File: src/rtl/bus_pkg.sv
// -----------------------------------------------------------------------------
// bus_pkg
// Shared definitions for the two-master bus arbiter: bus widths, arbiter
// state encoding, the error read-data pattern and the request bundle used to
// mux a master onto the slave side.
// -----------------------------------------------------------------------------
package bus_pkg;

    localparam int ADDR_W = 32;
    localparam int DATA_W = 32;
    localparam int LANE_W = 4;

    // Read data returned to a master whose access timed out.
    localparam logic [DATA_W-1:0] BUS_ERR_DATA = 32'hFFFF_FFFF;

    typedef enum logic [1:0] {
        ST_IDLE = 2'd0,
        ST_GNT0 = 2'd1,
        ST_GNT1 = 2'd2
    } arb_state_e;

    // One master's request as seen by the arbiter.
    typedef struct packed {
        logic [ADDR_W-1:0] addr;
        logic [DATA_W-1:0] wdata;
        logic [LANE_W-1:0] lane;
        logic              wr;
        logic              valid;
    } bus_req_t;

endpackage

File: src/rtl/bus_timeout.sv
// -----------------------------------------------------------------------------
// bus_timeout
// Watchdog counter for a granted bus transaction. The count is cleared while
// `clear` is high and advances by one on every cycle `enable` is high.
// `expired` is high while the count sits at TIMEOUT-1, i.e. during the
// TIMEOUT-th waiting cycle of a grant.
//
// Ports:
//   clk      in   system clock
//   rst      in   synchronous active-high reset (count -> 0)
//   clear    in   reload the count with zero
//   enable   in   count one waiting cycle
//   expired  out  count has reached TIMEOUT-1
// -----------------------------------------------------------------------------
module bus_timeout #(
    parameter int TIMEOUT = 1023
) (
    input  logic clk,
    input  logic rst,
    input  logic clear,
    input  logic enable,
    output logic expired
);

    localparam int CNT_W = $clog2(TIMEOUT + 1);
    localparam logic [CNT_W-1:0] LAST = CNT_W'(TIMEOUT - 1);

    logic [CNT_W-1:0] count;

    always_ff @(posedge clk) begin
        if (rst || clear) begin
            count <= '0;
        end else if (enable && !expired) begin
            // Holding at LAST keeps the counter from wrapping if the arbiter
            // ever stays granted past expiry.
            count <= count + 1'b1;
        end
    end

    assign expired = (count == LAST);

endmodule

File: src/rtl/bus_arbiter.sv
// -----------------------------------------------------------------------------
// bus_arbiter
// Shares one valid/ready slave bus between master 0 (CPU) and master 1
// (DMA/blitter). One master is granted at a time; its request is muxed
// combinationally onto the s_* outputs and the slave's completion pulse and
// read data are returned to it in the same cycle. A watchdog terminates a
// grant that the slave never answers, returning BUS_ERR_DATA and latching a
// sticky error with the address of the first timed-out access.
//
// Parameters:
//   TIMEOUT  waiting cycles allowed before forced termination (>= 2)
//   FAIR     1 = round-robin on ties, 0 = master 0 always wins ties
//
// Ports:
//   clk, rst                       clock, synchronous active-high reset
//   m0_*/m1_* addr,wdata,lane,wr   master request fields
//   m0_valid, m1_valid             master request strobes (held until ready)
//   m0_ready, m1_ready             one-cycle completion pulses
//   m0_rdata, m1_rdata             read data, valid with ready
//   s_addr,s_wdata,s_lane,s_wr     forwarded request of the granted master
//   s_valid                        forwarded request strobe
//   s_ready, s_rdata               slave completion pulse and read data
//   err, err_addr                  sticky timeout flag, first timed-out address
//   err_clr                        clears err and err_addr
// -----------------------------------------------------------------------------
module bus_arbiter
    import bus_pkg::*;
#(
    parameter int TIMEOUT = 1023,
    parameter bit FAIR    = 1'b1
) (
    input  logic              clk,
    input  logic              rst,

    input  logic [ADDR_W-1:0] m0_addr,
    input  logic [DATA_W-1:0] m0_wdata,
    input  logic [LANE_W-1:0] m0_lane,
    input  logic              m0_wr,
    input  logic              m0_valid,
    output logic              m0_ready,
    output logic [DATA_W-1:0] m0_rdata,

    input  logic [ADDR_W-1:0] m1_addr,
    input  logic [DATA_W-1:0] m1_wdata,
    input  logic [LANE_W-1:0] m1_lane,
    input  logic              m1_wr,
    input  logic              m1_valid,
    output logic              m1_ready,
    output logic [DATA_W-1:0] m1_rdata,

    output logic [ADDR_W-1:0] s_addr,
    output logic [DATA_W-1:0] s_wdata,
    output logic [LANE_W-1:0] s_lane,
    output logic              s_wr,
    output logic              s_valid,
    input  logic              s_ready,
    input  logic [DATA_W-1:0] s_rdata,

    output logic              err,
    output logic [ADDR_W-1:0] err_addr,
    input  logic              err_clr
);

    arb_state_e state;
    logic       last;       // master that completed the most recent grant

    bus_req_t   req0;
    bus_req_t   req1;
    bus_req_t   req_g;      // request of the currently granted master
    logic       granted;
    logic       gnt1;

    logic       expired;
    logic       done;       // slave completed the granted access
    logic       tout;       // watchdog terminates the granted access
    logic       drop;       // granted master withdrew its request
    logic       finish;
    logic       rsp_ready;
    logic       pick1;      // arbitration result in IDLE: grant master 1

    assign req0 = '{addr: m0_addr, wdata: m0_wdata, lane: m0_lane,
                    wr: m0_wr, valid: m0_valid};
    assign req1 = '{addr: m1_addr, wdata: m1_wdata, lane: m1_lane,
                    wr: m1_wr, valid: m1_valid};

    always_comb begin
        req_g   = req0;
        granted = 1'b0;
        gnt1    = 1'b0;
        case (state)
            ST_GNT0: begin
                granted = 1'b1;
            end
            ST_GNT1: begin
                granted = 1'b1;
                gnt1    = 1'b1;
                req_g   = req1;
            end
            default: begin
                granted = 1'b0;
            end
        endcase
    end

    // Slave side: the granted request passes straight through.
    assign s_addr  = req_g.addr;
    assign s_wdata = req_g.wdata;
    assign s_lane  = req_g.lane;
    assign s_wr    = req_g.wr;
    assign s_valid = granted & req_g.valid;

    // s_ready outranks the watchdog when both land in the same cycle.
    assign done   = granted & req_g.valid & s_ready;
    assign tout   = granted & req_g.valid & ~s_ready & expired;
    assign drop   = granted & ~req_g.valid;
    assign finish = done | tout;

    // A transaction aborted by reset never reports completion.
    assign rsp_ready = finish & ~rst;

    assign m0_ready = rsp_ready & ~gnt1;
    assign m1_ready = rsp_ready &  gnt1;

    // The non-granted master simply sees the slave data (don't-care).
    assign m0_rdata = (tout && !gnt1) ? BUS_ERR_DATA : s_rdata;
    assign m1_rdata = (tout &&  gnt1) ? BUS_ERR_DATA : s_rdata;

    // On a tie, round-robin hands the bus to the master not served last.
    assign pick1 = m1_valid & (~m0_valid | (FAIR & ~last));

    bus_timeout #(
        .TIMEOUT (TIMEOUT)
    ) u_timeout (
        .clk     (clk),
        .rst     (rst),
        .clear   (state == ST_IDLE),
        .enable  (granted & req_g.valid & ~s_ready),
        .expired (expired)
    );

    always_ff @(posedge clk) begin
        if (rst) begin
            state    <= ST_IDLE;
            last     <= 1'b1;
            err      <= 1'b0;
            err_addr <= '0;
        end else begin
            case (state)
                ST_IDLE: begin
                    // s_ready is ignored here; only new requests matter.
                    if (m0_valid || m1_valid) begin
                        state <= pick1 ? ST_GNT1 : ST_GNT0;
                    end
                end
                ST_GNT0, ST_GNT1: begin
                    // Every grant ends with at least one IDLE cycle so that
                    // slaves see a fresh rising edge of s_valid per access.
                    if (drop) begin
                        state <= ST_IDLE;
                    end else if (finish) begin
                        state <= ST_IDLE;
                        last  <= gnt1;
                    end
                end
                default: begin
                    state <= ST_IDLE;
                end
            endcase

            // Clearing wins over a timeout in the same cycle; only the first
            // timed-out address is kept until cleared.
            if (err_clr) begin
                err      <= 1'b0;
                err_addr <= '0;
            end else if (tout) begin
                err <= 1'b1;
                if (!err) begin
                    err_addr <= req_g.addr;
                end
            end
        end
    end

endmodule

File: config.mk
export PLATFORM = sky130hd
export DESIGN_NAME = bus_arbiter
export DESIGN_NICKNAME = d
export VERILOG_FILES = /design/src/rtl/bus_pkg.sv /design/src/rtl/bus_timeout.sv /design/src/rtl/bus_arbiter.sv
export SDC_FILE = /design/constraint.sdc
export NUM_CORES = 1
export LEC_CHECK = 0
export CORE_AREA = 5 5 132 134
export DETAILED_ROUTE_END_ITERATION = 16
export DIE_AREA = 0 0 137 139
export GPL_TIMING_DRIVEN = 0
export SLEW_MARGIN = 20
export SYNTH_ARGS = -nofsm -noshare
export SYNTH_HDL_FRONTEND = slang
export SYNTH_SLANG_ARGS = --single-unit
File: constraint.sdc
create_clock -name clk -period 2.05 [get_ports clk]
set_input_delay 0.41 -clock clk [delete_from_list [all_inputs] [get_ports clk]]
set_output_delay 0.41 -clock clk [all_outputs]
set_load 0.02 [all_outputs]
* Yosys cells after proc, flatten, opt, wreduce, memory -nomap -nowiden
Index checks and enable logic that the tools add are counted.
** Word-level totals
- Flip-flop bits (word level) :: 46
- Input port bits :: 176
- Output and inout bits :: 169
- Logic and storage cells :: 53
** Cells by class
- Add/subtract/negate cells :: 1
- Equality and inequality tests :: 5
- Muxes and demuxes :: 10
- Bitwise operators :: 19
- Reductions and logical operators :: 13
** Operator list (count)
- $mux 70 :: 1
- $mux 32 :: 2
- $add 10x1->10 const B :: 1
- $eq 10x10->1 const B :: 1
- $and 1x1->1 :: 9
- $mux 2 :: 4
- $not 1->1 :: 8
- $pmux 2 s2 :: 1
- $reduce_and 2->1 :: 2
- $reduce_or 2->1 :: 2
- $logic_and 1x1->1 :: 3
- $ne 3x1->1 const B :: 1
- $reduce_and 3->1 :: 1
- $eq 2x1->1 const B :: 1
- $eq 2x2->1 const B :: 1
- $logic_not 1->1 :: 2
- $logic_not 2->1 :: 1
- $logic_or 1x1->1 :: 2
- $mux 1 :: 2
- $ne 2x2->1 const B :: 1
- $or 1x1->1 :: 2

* Longest topological paths before layout
- Depth after elaboration :: 10
- Gate-level depth with buffers :: 9
- Mapped depth without buffers :: 6

* Hierarchy
Synthesis repeated with hierarchy kept, for this count alone.
** Unflattened totals
- Cells, all modules :: 384
- Area, all modules :: 3397.0 sq um
** By module, submodules not included
- bus_arbiter :: instances 1, cells an instance 323, area each 2835.2 sq um, sequential area each 720.7 sq um
- bus_timeout :: instances 1, cells an instance 61, area each 561.8 sq um, sequential area each 200.2 sq um

* Worst setup path before layout
OpenSTA, ideal clock, no wires.
- Kind :: register -> output
- From :: register u_timeout.count[0]
- To :: output m1_ready
- Arrival time :: 1.887 ns
- Required time :: 1.640 ns
- Slack :: -0.247 ns
- Cell stages (with the launch flop) :: 9
- Buffers on the path :: 2
- Cell sequence :: dfxtp_1 -> inv_1 -> ha_1 -> and4_1 -> and3_1 -> buf_2 -> buf_2 -> o21ai_1 -> nor3b_1
** Between the ends
- Cells in the longest elaborated chain, start to end :: 5
** RTL lines
- from (decl) :: RTL line bus_timeout.sv:28 : logic [CNT_W-1:0] count;
- from (signal assigned) :: RTL line bus_timeout.sv:36 : count <= count + 1'b1;
- $eq 10x10->1 :: RTL line bus_timeout.sv:40 : assign expired = (count == LAST);
- $and 1x1->1 :: RTL line bus_arbiter.sv:114 : assign tout = granted & req_g.valid & ~s_ready & expired;
- $or 1x1->1 :: RTL line bus_arbiter.sv:116 : assign finish = done | tout;
- $and 1x1->1 :: RTL line bus_arbiter.sv:119 : assign rsp_ready = finish & ~rst;
- $and 1x1->1 :: RTL line bus_arbiter.sv:122 : assign m1_ready = rsp_ready & gnt1;
- to (decl) :: RTL line bus_arbiter.sv:48 : output logic m1_ready,
Every way passes these cells.

* Worst setup path in the final report
- From :: register state[0]
- To :: output m0_rdata[27]
** Between the ends
- Elaborated cells on any way between the ends :: 12
- Classes of those cells :: 2 x eq/ne; 4 x mux; 3 x bitwise; 3 x reduce/logical
** RTL lines
- from (decl) :: RTL line bus_arbiter.sv:64 : arb_state_e state;
- from (signal assigned) :: RTL line bus_arbiter.sv:152 : state <= pick1 ? ST_GNT1 : ST_GNT0;
- $eq 2x2->1 :: RTL line bus_arbiter.sv:90 : case (state)
- $mux 1 :: RTL line bus_arbiter.sv:90
- net gnt1 :: RTL line bus_arbiter.sv:71 : logic gnt1;
- $logic_not 1->1 :: RTL line bus_arbiter.sv:125 : assign m0_rdata = (tout && !gnt1) ? BUS_ERR_DATA : s_rdata;
- $logic_and 1x1->1 :: RTL line bus_arbiter.sv:125
- $mux 32 :: RTL line bus_arbiter.sv:125
- to (decl) :: RTL line bus_arbiter.sv:41 : output logic [DATA_W-1:0] m0_rdata,
The timed path passes the listed nets, and every way through them passes these cells.

==> results.yml <==
floorplan:
  dieArea_sq_um: 19000
  core_area_sq_um: 16200
  rows: 47
  start_util_pct: 20.9
  die_w_microns: 137
  ios: 345
  die_h_microns: 139
grt:
  use_met1_pct: 24.3
  gr-total-overflow: 0
  antenna_found_initial: 6
  met2_usage_pct: 42.0
  use_met3_pct: 6.49
  grt_most_used_layer: "met2"
  track_usage_pct: 23.0
  grt_pass1_vias: 5501
  grt_max_degree: 14
  grt_pass1_wl_microns: 34000
timing:
  setup_ws_ns: -0.475
  hold_slack_ns: 0.486
  rsz0062_at_grt: "yes"
  final-hold-violation-count: 0
  slew_headroom_pct: 33.9
  fin_skew_ns: 0.00553
  period_share_pct: 123
  setup_viol: 136
  fmax_ghz: 0.396
  fin_crit_ns: 2.52
  slew_viol_final: 0
  tightest_slew_ns: 0.991
setup_path:
  r2r_setup_slack_ns: -0.01
  worstSetupStartpointType: "flip-flop"
  worstPathArrival_ns: 2.11
  critical_path.most_common_cell: "buf_6"
  slowest_stage: "dfxtp_2"
  cp-end-kind: "output port"
  crit_family: "simple AND/OR/NAND/NOR gates"
  path_buf_inv: 5
  critPathMaxFanout: 5
  cp_cell_sequence: "inv_4 > ha_4 > mux2i_4 > or2_4 > nor3_4 > buf_6 > buf_6 > buf_8 > or2_4 > buf_6"
  criticalPathCategory: "flip-flop to output port"
  worstPathRequired_ns: 1.64
  cpPeakStageDelay_ns: 0.34
clock_tree:
  cts_tree: "yes"
  cts_made_buffers: 5
  cts-root-buf: "clkbuf_16"
  numClockSinks: 46
  cts_buffer_depth: 2
  postCtsHoldBufs: 0
  path_clk_slew_ns: 0.06
  clk_latency_ns: 0.29
  htree_levels: 2
placed_design:
  hpwl_microns: 16800
  gp_congestion: 0.859
  placed_cell_area_sq_um: 7190
  pre_cts_ws_ns: -1.45
  dp.cells: 969
  portBuffers: 344
job:
  drv_cap: 0
finish:
  seqCellArea_sq_um: 931
  fillers: 1275
  stdcell_count: 1069
  multi_input_area_sq_um: 3140
  synthToLayoutAreaGrowth_pct: 183
  layout-drive-gt1-share_pct: 53.4
  layout.nets: 1023
  fin_area_sq_um: 9580
drt:
  routed_wl_microns: 23800
  antenna_violating_nets_post_route: 0
  drt_iter0_drc: 218
  viasPerCell: 4.87
  via_count: 5209
  drcViolationCount: 0
  routedWlPerCell_microns: 22.3
  dr.pass1.iters: 7
synthesis:
  ys_types: 35
  yosysTopAreaCellShare_pct: 27.2
  postSynthAreaPerCell_sq_um: 8.35
  synth_top_area_cell: "dfxtp_1"
  synth_seq_area_share_pct: 27.2
  synth_flop_cell: "dfxtp_1"
  async_flop_share_pct: 0
  synth_nets: 585
  yosysWarnings: 0
  ys_top_cells_by_count: "70 x mux2_2, 46 x dfxtp_1, 34 x a31oi_1, 34 x nand2b_1, 34 x nor3_1"
  synthTopCellsByArea: "dfxtp_1 27%, mux2_2 23%, a31oi_1 6.3%, nand2b_1 6.3%, or2_2 6.1%"
  yosys.cell_count.top_type: "mux2_2"
  synth_edf_count: 0
  ys_ff_latch: 46
  synthCells: 405
  syn_area_sq_um: 3380
power:
  p_leak_nw: 3.91
  cellPowerDensity_nw_per_um2: 389
  ir_drop_mv: 0.320
run_status:
  violations: "setup timing"
  outcome: "finished, violations left"
worst_hold_path:
  hp-class: "flip-flop to flip-flop"
-- timing repair --
item,4_1_cts,5_1_grt
setup buffers,65,27
endpoints found under the setup margin,174,173
resized for setup,978,149
pin swaps,22,18
gates cloned,10,1
-- state kept, by name, summed over array words and instances, names as in the netlist --
register / cells
err_addr: 32
u_timeout.count: 10
last: 1
err: 1
state: 2
-- kinds of logic after synthesis --
| logic type | count (synthesis) | share of synthesized area (%) |
|---|---|---|
| muxes | 72 | 23.9 |
| AOI/OAI and AO/OA | 58 | 10.7 |
| DFF | 46 | 27.2 |
| adders and majority gates | 4 | 1.48 |
| and+or+nand+nor | 175 | 30.5 |
| buffers and inverters | 50 | 6.21 |
-- layout make-up --
type / instances / area share [%]
clock inverters: 1 / 0.0522
inverters: 5 / 0.222
flip-flops and latches: 46 / 9.71
clock buffers: 7 / 1.49
well taps: 220 / 2.87
multi-input cells: 309 / 32.8
repair buffers: 439 / 49.6
plain buffers: 37 / 3.07
diodes: 5 / 0.131
-- cell usage in the layout (no fill, tap or decap), types with 3 or more instances in the layout --
| cell type | synthesis | final |
|---|---|---|
| clkdlybuf4s50_1 | 0 | 205 |
| buf_6 | 0 | 170 |
| mux2_4 | 0 | 49 |
| dfxtp_1 | 46 | 40 |
| a31oi_1 | 34 | 34 |
| nand2b_4 | 0 | 32 |
| or2_4 | 0 | 32 |
| buf_4 | 0 | 32 |
| nor3_1 | 34 | 30 |
| mux2_2 | 70 | 21 |
| buf_12 | 0 | 19 |
| clkbuf_1 | 23 | 12 |
| nor4_2 | 0 | 12 |
| buf_2 | 18 | 11 |
| buf_8 | 0 | 11 |
| nor4_4 | 0 | 11 |
| a21oi_1 | 10 | 10 |
| nor4_1 | 32 | 9 |
| clkbuf_16 | 0 | 8 |
| nand2_1 | 7 | 7 |
| nor2_1 | 8 | 7 |
| diode_2 | 0 | 5 |
| clkbuf_2 | 0 | 5 |
| o31ai_1 | 5 | 5 |
| dfxtp_2 | 0 | 5 |
| clkbuf_8 | 0 | 4 |
| o21ai_0 | 4 | 4 |
| or4_1 | 4 | 4 |
| nand3_1 | 6 | 4 |
| or2_2 | 33 | 3 |
| nor3_2 | 1 | 3 |
| nand4_1 | 3 | 3 |
| ha_4 | 0 | 3 |
| dlygate4sd2_1 | 0 | 3 |
-- tightest hold or removal path, cell delays in order, from the launching register on --
cell and delay, ns:
dfxtp_2 0.33, o31ai_1 0.06, a21oi_1 0.06
-- through the flow --
step           power, mW  utilization (%)  setup TNS [ns]
2_1_floorplan       1.55                -          -0.424
3_3_place_gp        2.37             44.4         -138.65
3_5_place_dp        2.37             44.4         -142.09
4_1_cts             3.57             56.0          -47.22
5_1_grt             3.86             59.3          -50.29
6_report            3.73             59.3          -42.26
-- path summary, 6_finish.rpt --
path	from	end	cells past startpoint
max	state[0]	m0_rdata[27]	10
min	u_timeout.count[4]	u_timeout.count[4]	2
max reg2reg	state[0]	err_addr[27]	12
min reg2reg	u_timeout.count[4]	u_timeout.count[4]	2
-- power by group --
| group | switching (mW) | internal, mW | total [mW] | leakage [nW] |
|---|---|---|---|---|
| Clock | 0.349 | 0.484 | 0.834 | 0.0739 |
| Combinational | 0.818 | 1.17 | 1.99 | 3.46 |
| Sequential | 0.00659 | 0.902 | 0.909 | 0.374 |
| Total | 1.17 | 2.55 | 3.73 | 3.91 |
-- metal layers --
metal / up-vias / wire [microns]
li1: 2377 / -
met1: 2527 / 8340
met2: 253 / 12600
met3: 50 / 2090
met4: 2 / 833
met5: - / 11
Power figures use the tool's default switching activity.
==> patch 1, RTL diff (same flow settings) <==
`TIMEOUT` is set to 1023 in 2 places; all go to 511.
--- a/src/rtl/bus_timeout.sv
+++ b/src/rtl/bus_timeout.sv
@@ -13,7 +13,7 @@
 //   expired  out  count has reached TIMEOUT-1
 // -----------------------------------------------------------------------------
 module bus_timeout #(
-    parameter int TIMEOUT = 1023
+    parameter int TIMEOUT = 511
 ) (
     input  logic clk,
     input  logic rst,
--- a/src/rtl/bus_arbiter.sv
+++ b/src/rtl/bus_arbiter.sv
@@ -26,7 +26,7 @@
 module bus_arbiter
     import bus_pkg::*;
 #(
-    parameter int TIMEOUT = 1023,
+    parameter int TIMEOUT = 511,
     parameter bit FAIR    = 1'b1
 ) (
     input  logic              clk,
Check against the original RTL: same outputs for any inputs over 10 cycles, from zero or initial values and one cycle with rst high; that may be too few to reach the edited logic, so the function may still have changed.
==> patch 1 against the unedited design <==
The run still ends with negative setup slack left. Routed wire length shrank 18%. Cell area is 11% lower. First-iteration DRC count is 34% lower. Sequential power is 2.9% lower. Utilization is 6.3 points lower. Worst setup slack better by 0.062 ns. Count of clock-buffer cells in the layout decreased by 2. Area after synthesis shrank 7.6%. Sequential cell count decreased by 1. Die area did not move. Global-route usage shrank 6.1 points. Power shrank 3.1%. Critical endpoint is now m0_rdata[14].
==> patch 1: results (changes against the unedited design) <==
top flop regs=err_addr: 32 flops, u_timeout.count: 9 flops, state: 2 flops (was err_addr: 32 flops, u_timeout.count: 10 flops, state: 2 flops); top-count cell post-synth=mux2_2 (unchanged); initial antenna violation count=0 (was 6); first-pass GRT wire length=25300 um (was 34000 um); slew margin rel.=0.670 (was 0.339); share of layout cells above drive strength 1=0.474 (was 0.534); initial drt markers=143 (was 218); I/O Buffers=343 (was 344); Post-Syn Nets=557 (was 585); ANT cells=0 (was 5); Reg2Reg Depth=9 (was 12); Routability Congestion=0.834 (was 0.859); outcome=complete, but fails checks (unchanged); Setup WS post-layout=-0.413 ns (was -0.475 ns); LEAKAGE=0.00361 uW (was 0.00391 uW); vias in the first global route=4347 (was 5501); Area contributors post-synth=dfxtp_1 (29%), mux2_2 (25%), nand2_1 (8.2%) (was dfxtp_1 (27%), mux2_2 (23%), a31oi_1 (6.3%)); flop2flop setup slack=-0.13 ns (was -0.01 ns); WL/cell=19.2 um (was 22.3 um); largest net degree at the start of global routing=15 (was 14); crit path max fanout=10 (was 5); hpwl dp=14800 um (was 16800 um); Max Clock Skew=0.00628 ns (was 0.00553 ns); Placement Setup Slack=-1.04 ns (was -1.45 ns); Inst Count DP=940 (was 969); failing checks=negative setup slack (unchanged); fin nets=974 (was 1023); post-DR vias/cell=4.35 (was 4.87); DRT Pass-1 Iters=4 (was 7); min-delay src=err_addr[6] (was u_timeout.count[4]); All-Layer GR Usage=0.169 (was 0.230); synth cell count leaders=mux2_2 (69), nand2_1 (68), dfxtp_1 (45) (was mux2_2 (70), dfxtp_1 (46), a31oi_1 (34), nand2b_1 (34), nor3_1 (34)); Cell variety after synth=38 (was 35); layout filler cell count=1431 (was 1275); Post-Layout Cell Count=1015 (was 1069); WP data arrival=2.05 ns (was 2.11 ns); final setup fails=166 (was 136)
patch 1: cell count changes after synthesis, sizes merged, moves of 2 or more:
cell,change
nand2,+61
nor3,-34
a31oi,-33
a21oi,+31
nor4,-31
clkbuf,-12
buf,-5
or3,+3
and4,-2
nand2b,-2
nand3,-2
nand4b,-2
o31ai,-2
patch 1: final cells by class:
cell class	instances	area, um^2	share of cell area
Inverter	4	17.5	0.00204
Buffer	27	334	0.0390
Clock inverter	3	65.1	0.00759
Sequential cell	45	911	0.106
Timing Repair Buffer	411	4300	0.502
Tap cell	220	275	0.0321
Clock buffer	5	125	0.0146
Multi-Input combinational cell	300	2540	0.296
patch 1: through the flow:
| step | util | hold slack [ns] | TNS (ns) | area [um^2] |
|---|---|---|---|---|
| floorplan | - | 0.450 | -2.32 | 3230 |
| global placement | 0.429 | 0.439 | -114.93 | 6930 |
| detailed placement | 0.429 | 0.442 | -122.79 | 6930 |
| CTS | 0.445 | 0.451 | -41.58 | 7200 |
| global route | 0.530 | 0.469 | -47.12 | 8570 |
| finish | 0.530 | 0.448 | -38.82 | 8570 |
patch 1: critical path: stages (launching register included):
cell	delay [ns]
dfxtp_2	0.35
inv_4	0.04
ha_4	0.17
mux2_4	0.30
and2_4	0.14
and4bb_4	0.24
clkbuf_16	0.17
or2_4	0.23
buf_6	0.13
patch 1: worst paths after layout:
path / endpoint
worst max-delay path: m0_rdata[14]
worst min-delay path: err_addr[6]
worst max register to register: err_addr[25]
worst min register to register: err_addr[6]
patch 1: power breakdown:
group | leakage [uW] | switching (uW) | internal [uW] | total (uW)
combinational | 0.00315 | 667 | 1040 | 1700
clock | 0.0000938 | 330 | 696 | 1030
sequential | 0.000365 | 5.29 | 878 | 883
total | 0.00361 | 1000 | 2610 | 3610
patch 1: metal layers:
metal	wire (um)	GRT usage	vias to the layer above
met4	413	0.0320	0
met2	10400	0.319	172
li1	-	-	2127
met3	1570	0.0490	22
met5	0	0	-
met1	7150	0.186	2091
patch 1: logic make-up after synthesis:
group,share of synthesized area
and+or+nand+nor,0.284
muxes,0.260
AOI/OAI and AO/OA,0.0981
DFF,0.288
buffers and inverters,0.0508
adders and majority gates,0.0160
xor gates and xnor gates,0.00280
patch 1: repair_timing:
| action | in CTS | in global routing |
|---|---|---|
| hold endpoints to repair | 0 | 0 |
| pin swaps | 3 | 5 |
| setup buffers | 12 | 48 |
| gates resized for setup | 601 | 369 |
| endpoints found under the setup margin | 166 | 169 |
| hold buffers | 0 | 0 |
| gates cloned | 0 | 9 |
==> patch 2, RTL diff (same settings) <==
Without the edit above. Reset style: asynchronous (`rst`), changed in one clocked block. Comments in the files are not updated.
--- a/src/rtl/bus_arbiter.sv
+++ b/src/rtl/bus_arbiter.sv
@@ -138,7 +138,7 @@
         .expired (expired)
     );
 
-    always_ff @(posedge clk) begin
+    always_ff @(posedge clk or posedge rst) begin
         if (rst) begin
             state    <= ST_IDLE;
             last     <= 1'b1;
Behaviour: differs if rst is asserted again (counterexample within 4 cycles, from zero or initial values and one cycle with rst high); with rst held inactive, the same outputs for 10 cycles.
==> patch 2 against the unedited design <==
Area after synthesis up 1.1%. Worst setup slack worse by 0.064 ns. Non-clock buffer count down 80. Cell area down 15%. The run still ends with negative setup slack left. Largest power group unchanged. Critical endpoint is now m0_rdata[24]. Routed wire length down 28%. Sequential share of layout area up 3.8 points. Synthesized cell count down 4.2%. Sequential cell count unchanged. Cell count down 8.0%. Via count down 16%. Highest routed layer is now met4. Global-route usage down 6.6 points. Power up 45%.
==> patch 2: results (changes against the unedited design) <==
outcome=complete, but fails checks (unchanged); failing checks=negative setup slack (unchanged); LEAKAGE=0.00350 uW (was 0.00391 uW); Area contributors post-synth=dfrtp_1 (26%), mux2_2 (13%), mux2i_1 (9.7%) (was dfxtp_1 (27%), mux2_2 (23%), a31oi_1 (6.3%)); Setup WS post-layout=-0.538 ns (was -0.475 ns); initial antenna violation count=0 (was 6); post-synthesis adder-cell area fraction=0.0146 (was 0.0148); HP Class=in -> async (was reg -> reg); Cell variety after synth=36 (was 35); largest net degree at the start of global routing=20 (was 14); Top Metal Used=met4 (was met5); Cell Area, Placed=7220 um^2 (was 7190 um^2); vias in the first global route=4626 (was 5501); Max VDD drop=522 uV (was 320 uV); Synth async-reset ratio=0.783 (was 0); r2r endpoint=state[0] (was err_addr[27]); flop2flop setup slack=-0.18 ns (was -0.01 ns); fin nets=943 (was 1023); DRT Pass-1 Iters=4 (was 7); Post-Route M1 WL=6150 um (was 8340 um); share of layout cells above drive strength 1=0.353 (was 0.534); Reg2Reg Depth=9 (was 12); I/O Buffers=343 (was 344); r2r startpoint=state[0] (unchanged); WP data arrival=2.18 ns (was 2.11 ns); worst-margin pin slew=0.901 ns (was 0.991 ns); synth cell count leaders=a21oi_1 (41), mux2_2 (39), inv_1 (38) (was mux2_2 (70), dfxtp_1 (46), a31oi_1 (34), nand2b_1 (34), nor3_1 (34)); crit path max fanout=10 (was 5); Final TNS setup=-63.28 ns (was -42.26 ns); metal2 WL=9320 um (was 12600 um); ANT cells=0 (was 5); All-Layer GR Usage=0.163 (was 0.230); Post-Syn Nets=568 (was 585); Inst Count DP=951 (was 969); hold_ws=0.349 ns (was 0.486 ns); Synth Area in Compound Gates=0.166 (was 0.107); sequential area share after synthesis=0.322 (was 0.272); post-synthesis mux area share=0.225 (was 0.239); final WL=17300 um (was 23800 um); Post-Layout Cell Count=984 (was 1069); final setup fails=149 (was 136); Placement Setup Slack=-1.51 ns (was -1.45 ns); layout filler cell count=1491 (was 1275); Max Clock Skew=0.00711 ns (was 0.00553 ns)
## patch 2: kinds of logic (layout without fill, tap and decap cells)
kind of cell | after synthesis | count (layout)
DFF | 46 | 46
adders and majority gates | 4 | 4
muxes | 72 | 72
and+or+nand+nor | 109 | 109
AOI/OAI and AO/OA | 90 | 90
buffers and inverters | 67 | 443
## patch 2: where the power goes
part | switching (uW) | internal [uW] | total (uW)
registers | 24.3 | 937 | 961
logic | 1760 | 1790 | 3550
clock network | 323 | 576 | 900
total | 2110 | 3300 | 5410
## patch 2: final cells by class
| cell class | count | share of cell area |
|---|---|---|
| clock inverter | 1 | 0.00368 |
| timing repair inverter | 1 | 0.000613 |
| multi-input combinational | 275 | 0.309 |
| clock buffer | 7 | 0.0163 |
| sequential | 46 | 0.135 |
| tap | 220 | 0.0337 |
| timing repair buffer | 369 | 0.448 |
| inverter | 38 | 0.0179 |
| buffer | 27 | 0.0357 |
## patch 2: timing repair
item	in CTS	in global routing
endpoints found under the setup margin	182	181
setup buffers	12	11
resized for setup	494	127
pin swaps	5	27
gates cloned	2	5
## patch 2: per-layer routing
| layer | global-route usage | up-vias |
|---|---|---|
| li1 | - | 2120 |
| met1 | 0.173 | 2058 |
| met2 | 0.310 | 200 |
| met3 | 0.0555 | 14 |
| met4 | 0.0315 | 0 |
| met5 | 0 | - |
## patch 2: worst max-delay path: stages, from the launching register on
cell and delay, ns:
dfrtp_1 0.39, inv_2 0.10, ha_4 0.18, mux2_4 0.31, nand4_1 0.16, nor3_4 0.08, buf_12 0.14, buf_8 0.12
or2_2 0.27, buf_6 0.13
